## src/rtl/matmul_step_seq_if.sv

```systemverilog
// Controller <-> step sequencer bus for matmul_step_seq.
// Carries stall_cnt only when STATUS_STALL_CNT_EN is defined.
interface matmul_step_seq_if #(
  parameter int M = 4,
  parameter int N = 4,
  parameter int K = 4
) ();
  localparam int RW = (M > 1) ? $clog2(M) : 1;
  localparam int CW = (N > 1) ? $clog2(N) : 1;
  localparam int KW = (K > 1) ? $clog2(K) : 1;
  localparam int TW = $clog2(M * N * K + 1);

  logic          start;
  logic          clear;
  logic          multiply;
  logic [RW-1:0] row;
  logic [CW-1:0] col;
  logic [KW-1:0] kidx;
  logic          step_valid;
  logic          acc_clr;
  logic          acc_wr;
  logic [TW-1:0] step_cnt;
  logic          busy;
  logic          done;
`ifdef STATUS_STALL_CNT_EN
  logic [TW-1:0] stall_cnt;
`endif

  modport master (
    output start, clear, multiply,
    input  row, col, kidx, step_valid, acc_clr, acc_wr, step_cnt, busy, done
`ifdef STATUS_STALL_CNT_EN
    , input stall_cnt
`endif
  );

  modport slave (
    input  start, clear, multiply,
    output row, col, kidx, step_valid, acc_clr, acc_wr, step_cnt, busy, done
`ifdef STATUS_STALL_CNT_EN
    , output stall_cnt
`endif
  );
endinterface

```

## src/rtl/matmul_step_seq.sv

```systemverilog
// Walks (row, col, k) of an MxK by KxN multiply, one product step per enabled cycle.
// Optional STATUS_STALL_CNT_EN adds a saturating count of stalled RUN cycles.
//
// state | meaning
// IDLE  | waiting for start; indices and step count zero
// RUN   | stepping on multiply=1, holding on multiply=0
// DONE  | all M*N*K steps complete; waits for start/clear
module matmul_step_seq #(
  parameter int M = 4,
  parameter int N = 4,
  parameter int K = 4
) (
  input logic             clk,
  input logic             reset,
  matmul_step_seq_if.slave bus
);
  localparam int RW = (M > 1) ? $clog2(M) : 1;
  localparam int CW = (N > 1) ? $clog2(N) : 1;
  localparam int KW = (K > 1) ? $clog2(K) : 1;
  localparam int TW = $clog2(M * N * K + 1);

  localparam logic [RW-1:0] ROW_LAST = RW'(M - 1);
  localparam logic [CW-1:0] COL_LAST = CW'(N - 1);
  localparam logic [KW-1:0] K_LAST   = KW'(K - 1);

  typedef enum logic [1:0] {IDLE, RUN, DONE} state_t;

  state_t        state_q, state_d;
  logic [RW-1:0] row_q, row_d;
  logic [CW-1:0] col_q, col_d;
  logic [KW-1:0] kidx_q, kidx_d;
  logic [TW-1:0] cnt_q, cnt_d;
`ifdef STATUS_STALL_CNT_EN
  logic [TW-1:0] stall_q, stall_d;
`endif

  always_ff @(posedge clk) begin
    if (!reset) begin
      state_q <= IDLE;
      row_q   <= '0;
      col_q   <= '0;
      kidx_q  <= '0;
      cnt_q   <= '0;
`ifdef STATUS_STALL_CNT_EN
      stall_q <= '0;
`endif
    end else begin
      state_q <= state_d;
      row_q   <= row_d;
      col_q   <= col_d;
      kidx_q  <= kidx_d;
      cnt_q   <= cnt_d;
`ifdef STATUS_STALL_CNT_EN
      stall_q <= stall_d;
`endif
    end
  end

  always_comb begin
    state_d = state_q;
    row_d   = row_q;
    col_d   = col_q;
    kidx_d  = kidx_q;
    cnt_d   = cnt_q;
`ifdef STATUS_STALL_CNT_EN
    stall_d = stall_q;
`endif
    if (bus.clear || (bus.start && state_q != RUN)) begin
      state_d = bus.clear ? IDLE : RUN;
      row_d   = '0;
      col_d   = '0;
      kidx_d  = '0;
      cnt_d   = '0;
`ifdef STATUS_STALL_CNT_EN
      stall_d = '0;
`endif
    end else if (state_q == RUN) begin
      if (bus.multiply) begin
        cnt_d = cnt_q + 1'b1;
        // k fastest, then col, then row; exact-bound wrap for non-power-of-2 dims
        if (kidx_q != K_LAST) begin
          kidx_d = kidx_q + 1'b1;
        end else begin
          kidx_d = '0;
          if (col_q != COL_LAST) begin
            col_d = col_q + 1'b1;
          end else begin
            col_d = '0;
            if (row_q != ROW_LAST) begin
              row_d = row_q + 1'b1;
            end else begin
              row_d   = '0;
              state_d = DONE;
            end
          end
        end
      end
`ifdef STATUS_STALL_CNT_EN
      else if (stall_q != {TW{1'b1}}) begin
        stall_d = stall_q + 1'b1;
      end
`endif
    end
  end

  assign bus.row        = row_q;
  assign bus.col        = col_q;
  assign bus.kidx       = kidx_q;
  assign bus.step_cnt   = cnt_q;
  assign bus.busy       = (state_q == RUN);
  assign bus.done       = (state_q == DONE);
  assign bus.step_valid = (state_q == RUN) && bus.multiply;
  assign bus.acc_clr    = bus.step_valid && (kidx_q == '0);
  assign bus.acc_wr     = bus.step_valid && (kidx_q == K_LAST);
`ifdef STATUS_STALL_CNT_EN
  assign bus.stall_cnt  = stall_q;
`endif
endmodule

```

## src/flat_wrapper.sv

```systemverilog
// flat-port wrapper written by rule: the top's interface ports become plain ports
module matmul_step_seq_flat 
#(
  parameter int M = 4,
  parameter int N = 4,
  parameter int K = 4
)
  (clk, reset, bus_start, bus_clear, bus_multiply, bus_row, bus_col, bus_kidx, bus_step_valid, bus_acc_clr, bus_acc_wr, bus_step_cnt, bus_busy, bus_done);
  matmul_step_seq_if #(.M(M), .N(N), .K(K)) bus_i ();
  input logic clk;
  input logic reset;
  input wire logic [$bits(bus_i.start)-1:0] bus_start;
  input wire logic [$bits(bus_i.clear)-1:0] bus_clear;
  input wire logic [$bits(bus_i.multiply)-1:0] bus_multiply;
  output wire logic [$bits(bus_i.row)-1:0] bus_row;
  output wire logic [$bits(bus_i.col)-1:0] bus_col;
  output wire logic [$bits(bus_i.kidx)-1:0] bus_kidx;
  output wire logic [$bits(bus_i.step_valid)-1:0] bus_step_valid;
  output wire logic [$bits(bus_i.acc_clr)-1:0] bus_acc_clr;
  output wire logic [$bits(bus_i.acc_wr)-1:0] bus_acc_wr;
  output wire logic [$bits(bus_i.step_cnt)-1:0] bus_step_cnt;
  output wire logic [$bits(bus_i.busy)-1:0] bus_busy;
  output wire logic [$bits(bus_i.done)-1:0] bus_done;
  assign bus_i.start = bus_start;
  assign bus_i.clear = bus_clear;
  assign bus_i.multiply = bus_multiply;
  assign bus_row = bus_i.row;
  assign bus_col = bus_i.col;
  assign bus_kidx = bus_i.kidx;
  assign bus_step_valid = bus_i.step_valid;
  assign bus_acc_clr = bus_i.acc_clr;
  assign bus_acc_wr = bus_i.acc_wr;
  assign bus_step_cnt = bus_i.step_cnt;
  assign bus_busy = bus_i.busy;
  assign bus_done = bus_i.done;
  matmul_step_seq #(.M(M), .N(N), .K(K)) u_core (.clk(clk), .reset(reset), .bus(bus_i));
endmodule
```

## config.mk

```make
export PLATFORM = sky130hd
export DESIGN_NAME = matmul_step_seq_flat
export DESIGN_NICKNAME = d
export VERILOG_FILES = /design/src/rtl/matmul_step_seq_if.sv /design/src/rtl/matmul_step_seq.sv /design/src/flat_wrapper.sv
export SDC_FILE = /design/constraint.sdc
export NUM_CORES = 1
export LEC_CHECK = 0
export CAP_MARGIN = 20
export CORE_MARGIN = 2
export CORE_UTILIZATION = 44
export CTS_CLUSTER_DIAMETER = 40
export DETAILED_ROUTE_END_ITERATION = 12
export PLACE_DENSITY = 0.76
export SETUP_SLACK_MARGIN = 0.3
export SYNTH_ARGS = -nofsm -noshare
export SYNTH_HDL_FRONTEND = slang
export SYNTH_SLANG_ARGS = --single-unit
```

## constraint.sdc

```tcl
create_clock -name clk -period 2 [get_ports clk]
set_input_delay 0.2 -clock clk [delete_from_list [all_inputs] [get_ports clk]]
set_output_delay 0.2 -clock clk [all_outputs]
set_load 0.01 [all_outputs]
```

# After elaboration in Yosys (flattened, before gate mapping)
# Index checks and enable logic that the tools add are counted.
# classes
n_mux	10
bitwise_logic	3
eq_ne	10
reduce_logical	13
n_addsub	4
# ops
op	n
2-to-1 mux 2 bit	9
!= test 2 x 1 -> 1 bit, second input constant	4
adder 7 x 1 -> 7 bit, second input constant	1
adder 2 x 1 -> 2 bit, second input constant	3
!= test 2 bit, second input constant	3
AND reduction 5 bit	1
== test 2 bit, second input constant	2
logical AND 1 bit	4
AND reduction 4 bit	1
nonzero test 2 bit	2
inverter 1 bit	3
AND reduction 3 bit	1
== test 2 x 1 -> 1 bit, second input constant	1
logical NOT 2 bit	1
AND reduction 2 bit	1
OR reduction 2 bit	1
logical OR 1 bit	1
2-to-1 mux 1 bit	1
# word_totals
ff_bits	15
word_cells	45
input_bits	5
out_inout_bits	18

# Logic depth before layout (Yosys ltp)
# logic_depth
word_depth	7
depth_mapped	5
ltp_nobuf	4

# Worst setup path before layout
# No wires, ideal clock.
# synth_timing
path_type	register -> register
from	register u_core.cnt_q[0], in the netlist u_core.bus.step_cnt[0]
to	register u_core.cnt_q[6], in the netlist u_core.bus.step_cnt[6]
period_less_slack_ns	1.470
setup_time_ns	0.066
path_slack_ns	0.530
t_required_ns	1.934
path_stages_with_launch	5
arrival_ns	1.404
path_buffers	0
cell_sequence	dfxtp_1 > ha_1 > nand4b_4 > or4_4 > a21oi_2
# synth_via
elab_chain_len	1
# synth_lines
item	line	rtl
from (decl)	matmul_step_seq.sv:32	logic [TW-1:0] cnt_q, cnt_d;
from (signal assigned)	matmul_step_seq.sv:52	cnt_q <= cnt_d;
adder 7 x 1 -> 7 bit	matmul_step_seq.sv:79	cnt_d = cnt_q + 1'b1;
# Every way passes these cells.
# A chain may end at the register's enable or synchronous reset.

# Final worst setup path
# layout_timing
from	register u_core.state_q[0]
to	output bus_done
# layout_via
elab_chain_len	1
# layout_lines
item	line	rtl
from (decl)	matmul_step_seq.sv:28	state_t state_q, state_d;
from (signal assigned)	matmul_step_seq.sv:48	state_q <= state_d;
== test 2 bit	matmul_step_seq.sv:111	assign bus.done = (state_q == DONE);
to (decl)	flat_wrapper.sv:23	output wire logic [$bits(bus_i.done)-1:0] bus_done;
# Every way passes these cells.

==> results by group <==
Layout
  • Number of nets in the final layout: 125
  • Fin util: 67.9%
  • P&R area growth vs syn: 42.8%
  • Layout cells sized above 1: 17.5%
  • Antenna Cells: 0

Drt
  • Drt drc: 0
  • Routed wire length: 1.75 mm
  • Drt pass-1 iters: 4
  • 1st-iter DRT viols: 12
  • DR WL/cell: 13.4 µm
  • Antenna Violating Nets Remaining: 0
  • Via density: 5.69
  • Via Count: 740

Yosys
  • Post-synthesis compound-gate area fraction: 16.4%
  • Largest family of logic cells by synthesized area: simple AND/OR/NAND/NOR gates
  • Post-Synth Adder-Cell Area: 8.53%
  • Synthesized instance count: 83
  • Ys flop type: dfxtp_1
  • Post-Syn Area: 733 µm²
  • Syn nets: 93
  • Seq cells post-synth: 15
  • Netlist cell types: 29
  • Xor/xnor share of the synthesized area: 2.39%
  • Post-Synth Simple-Gate Area: 28.0%
  • Ys Warns: 0
  • Post-synth EDFFs: 0
  • Mux contribution to synthesized area: 0%
  • Sequential area share after synthesis: 41.0%
  • Async S/R FF share, synth: 0%
  • Syn Area/Cell: 8.83 µm²

Timing
  • Max_slew headroom: 83.3%
  • Least-Margin Pin Slew: 0.248 ns
  • RSZ-0062 raised after global routing: no
  • Final hold vios: 0
  • Final WS setup: 0.388 ns
  • Tmin final: 1.61 ns
  • Max Slew Vio Count: 0
  • Fmax: 620 MHz
  • Worst Skew: 0.00130 ns
  • # setup viols final: 0
  • Hold WS: 0.487 ns
  • Final cycle utilization of the critical path: 80.6%
  • Fin Setup TNS: 0 ns

Worst setup path
  • Worst Path Max Fanout: 6
  • Setup CP Type: flip-flop to output port
  • Arr. time, crit path: 1.41 ns
  • Startpoint types: flip-flop
  • Crit. End Element: output port
  • CP required: 1.80 ns

Clock tree
  • H-tree levels: 1
  • Root Driver: clkbuf_4
  • CTS Hold Bufs: 0
  • Latest clock arrival within the worst-skew pair: 0.29 ns
  • TritonCTS clock tree: yes
  • Clock transition at path regs: 0.09 ns
  • Number of CTS-inserted buffers: 3
  • Clock buffer depth: 2
  • Clk sinks: 15

Power and ir drop
  • Clk pwr share: 34.6%
  • NetSw: 0.000122 W
  • Sw Share: 23.5%
  • Sequential share of power: 58.5%
  • Cell Int Power: 0.000396 W
  • Peak VDD IR: 0.000392 V
  • Tot Pwr: 0.000518 W
  • Leak Pwr: 0.436 nW
  • Comb power frac: 6.9%
  • Pwr dens: 494 nW/µm²

Placement
  • I/O Buffers: 22
  • Dpl ws: 0.191 ns
  • DP HPWL: 1.26 mm
  • GPL Wtd Cong: 0.721

Floorplanning
  • Initial core utilization: 47.6%
  • Die ar.: 2010 µm²
  • Die height: 44.8 µm
  • Io pins: 23
  • Standard-cell rows: 14
  • Core ar.: 1540 µm²
  • Die Width: 44.8 µm

Global routing
  • First-pass GRT wire length: 2.83 mm
  • Largest net degree at the start of global routing: 15
  • Tot GR Track Use: 19.2%
  • Vias in the first global route: 689
  • Grt total ovfl: 0
  • Antenna violations before repair: 0

Run
  • Max Cap Viol: 0

Min path
  • Min-Delay Path Class: flip-flop to flip-flop

Outcome
  • Status: finished clean
## layer usage
layer  vias up  wire [µm]  global-route usage [%]
met1       352        722                    21.3
li1        359          -                       -
met3         7         72                    2.40
met2        22        898                    35.1
met4         0         53                    10.6
met5         -          0                       0
## cells by family (layout without fill, tap and decap cells)
| logic type | after synthesis | in the layout |
|---|---|---|
| AND/OR/NAND/NOR | 33 | 33 |
| buffers and inverters | 7 | 38 |
| AO/OA/AOI/OAI | 21 | 21 |
| XOR/XNOR | 2 | 2 |
| flip-flops | 15 | 15 |
| adder cells (fa/ha/maj) | 5 | 5 |
## path summary, 6_finish.rpt
| check | cells past startpoint | startpoint | slack (ns) | to |
|---|---|---|---|---|
| max | 2 | u_core.state_q[0]$_SDFFE_PN0P_ | 0.39 | bus_done |
| min | 2 | u_core.bus.kidx[1]$_SDFFE_PP0P_ | 0.49 | u_core.bus.kidx[1]$_SDFFE_PP0P_ |
| min reg2reg | 2 | u_core.bus.kidx[1]$_SDFFE_PP0P_ | 0.49 | u_core.bus.kidx[1]$_SDFFE_PP0P_ |
| max reg2reg | 4 | u_core.bus.step_cnt[0]$_SDFFE_PP0P_ | 0.48 | u_core.bus.step_cnt[6]$_SDFFE_PP0P_ |
## power groups by stage
stage | Combinational [W] | Clock, W | Sequential (W)
final | 0.0000355 | 0.000179 | 0.000303
after global routing | 0.0000388 | 0.000192 | 0.000303
after CTS | 0.0000358 | 0.000184 | 0.000303
after detailed placement | 0.0000363 | 0 | 0.000309
after global placement | 0.0000358 | 0 | 0.000309
after floorplan | 0.0000140 | 0 | 0.000309
## final cells by class
class	instances	area (µm²)
fill	129	494
multi-input combinational	61	405
sequential	15	305
timing repair buffer	28	268
clock buffer	4	26.3
inverter	6	22.5
tap	16	20.0
## synthesized netlist by cell type, types with 2 or more instances
cell	instances	area share, %
a21oi_1	10	6.8
dfxtp_1	15	41
ha_1	5	8.5
inv_1	5	2.6
nand2_1	12	6.1
nand3_1	2	1.4
nand4_1	2	1.7
nor2_1	3	1.5
o21ai_0	5	3.4
o31ai_1	2	2.0
or3_1	3	2.6
or4_1	2	2.0
## through the flow
| step | instances | area, µm² |
|---|---|---|
| CTS | 130 | 1040 |
| floorplan | 83 | 733 |
| global route | 130 | 1050 |
| detailed placement | 125 | 1010 |
| finish | 130 | 1050 |
| global placement | 125 | 1010 |
## what timing repair did
item                                   in CTS  in global routing
endpoints found under the hold margin       0                  0
gates resized for setup                     6                  2
setup buffers                               1                  0
setup endpoints to repair                   5                  2
## cell usage in the layout, fill, tap and decap left out, drive strengths merged
master and instances:
nand4 2, nor2b 1, xnor2 1, nand4b 2
o21ai 6, or4 3, a21oi 11, dlymetal6s2s 2
a41oi 1, dfxtp 15, inv 5, and2b 1
ha 5, clkinv 1, o31ai 2, nor2 3
nand3 2, nand3b 1, clkbuf 4, nand2b 1
buf 6, clkdlybuf4s50 18, nand2 12, dlygate4sd2 2
and2 1, xor2 1, a21boi 1, or3 4
## worst max-delay path: stages (launching register included)
cell and delay [ns]:
dfxtp_2 0.42, and2b_2 0.23, clkdlybuf4s50_1 0.47
## sequential cells by signal (all words and copies together), names as in the netlist
register / count
u_core.state_q: 2
u_core.bus.step_cnt: 7
u_core.bus.row: 2
u_core.bus.kidx: 2
u_core.bus.col: 2
(Power assumes the default switching activity.)
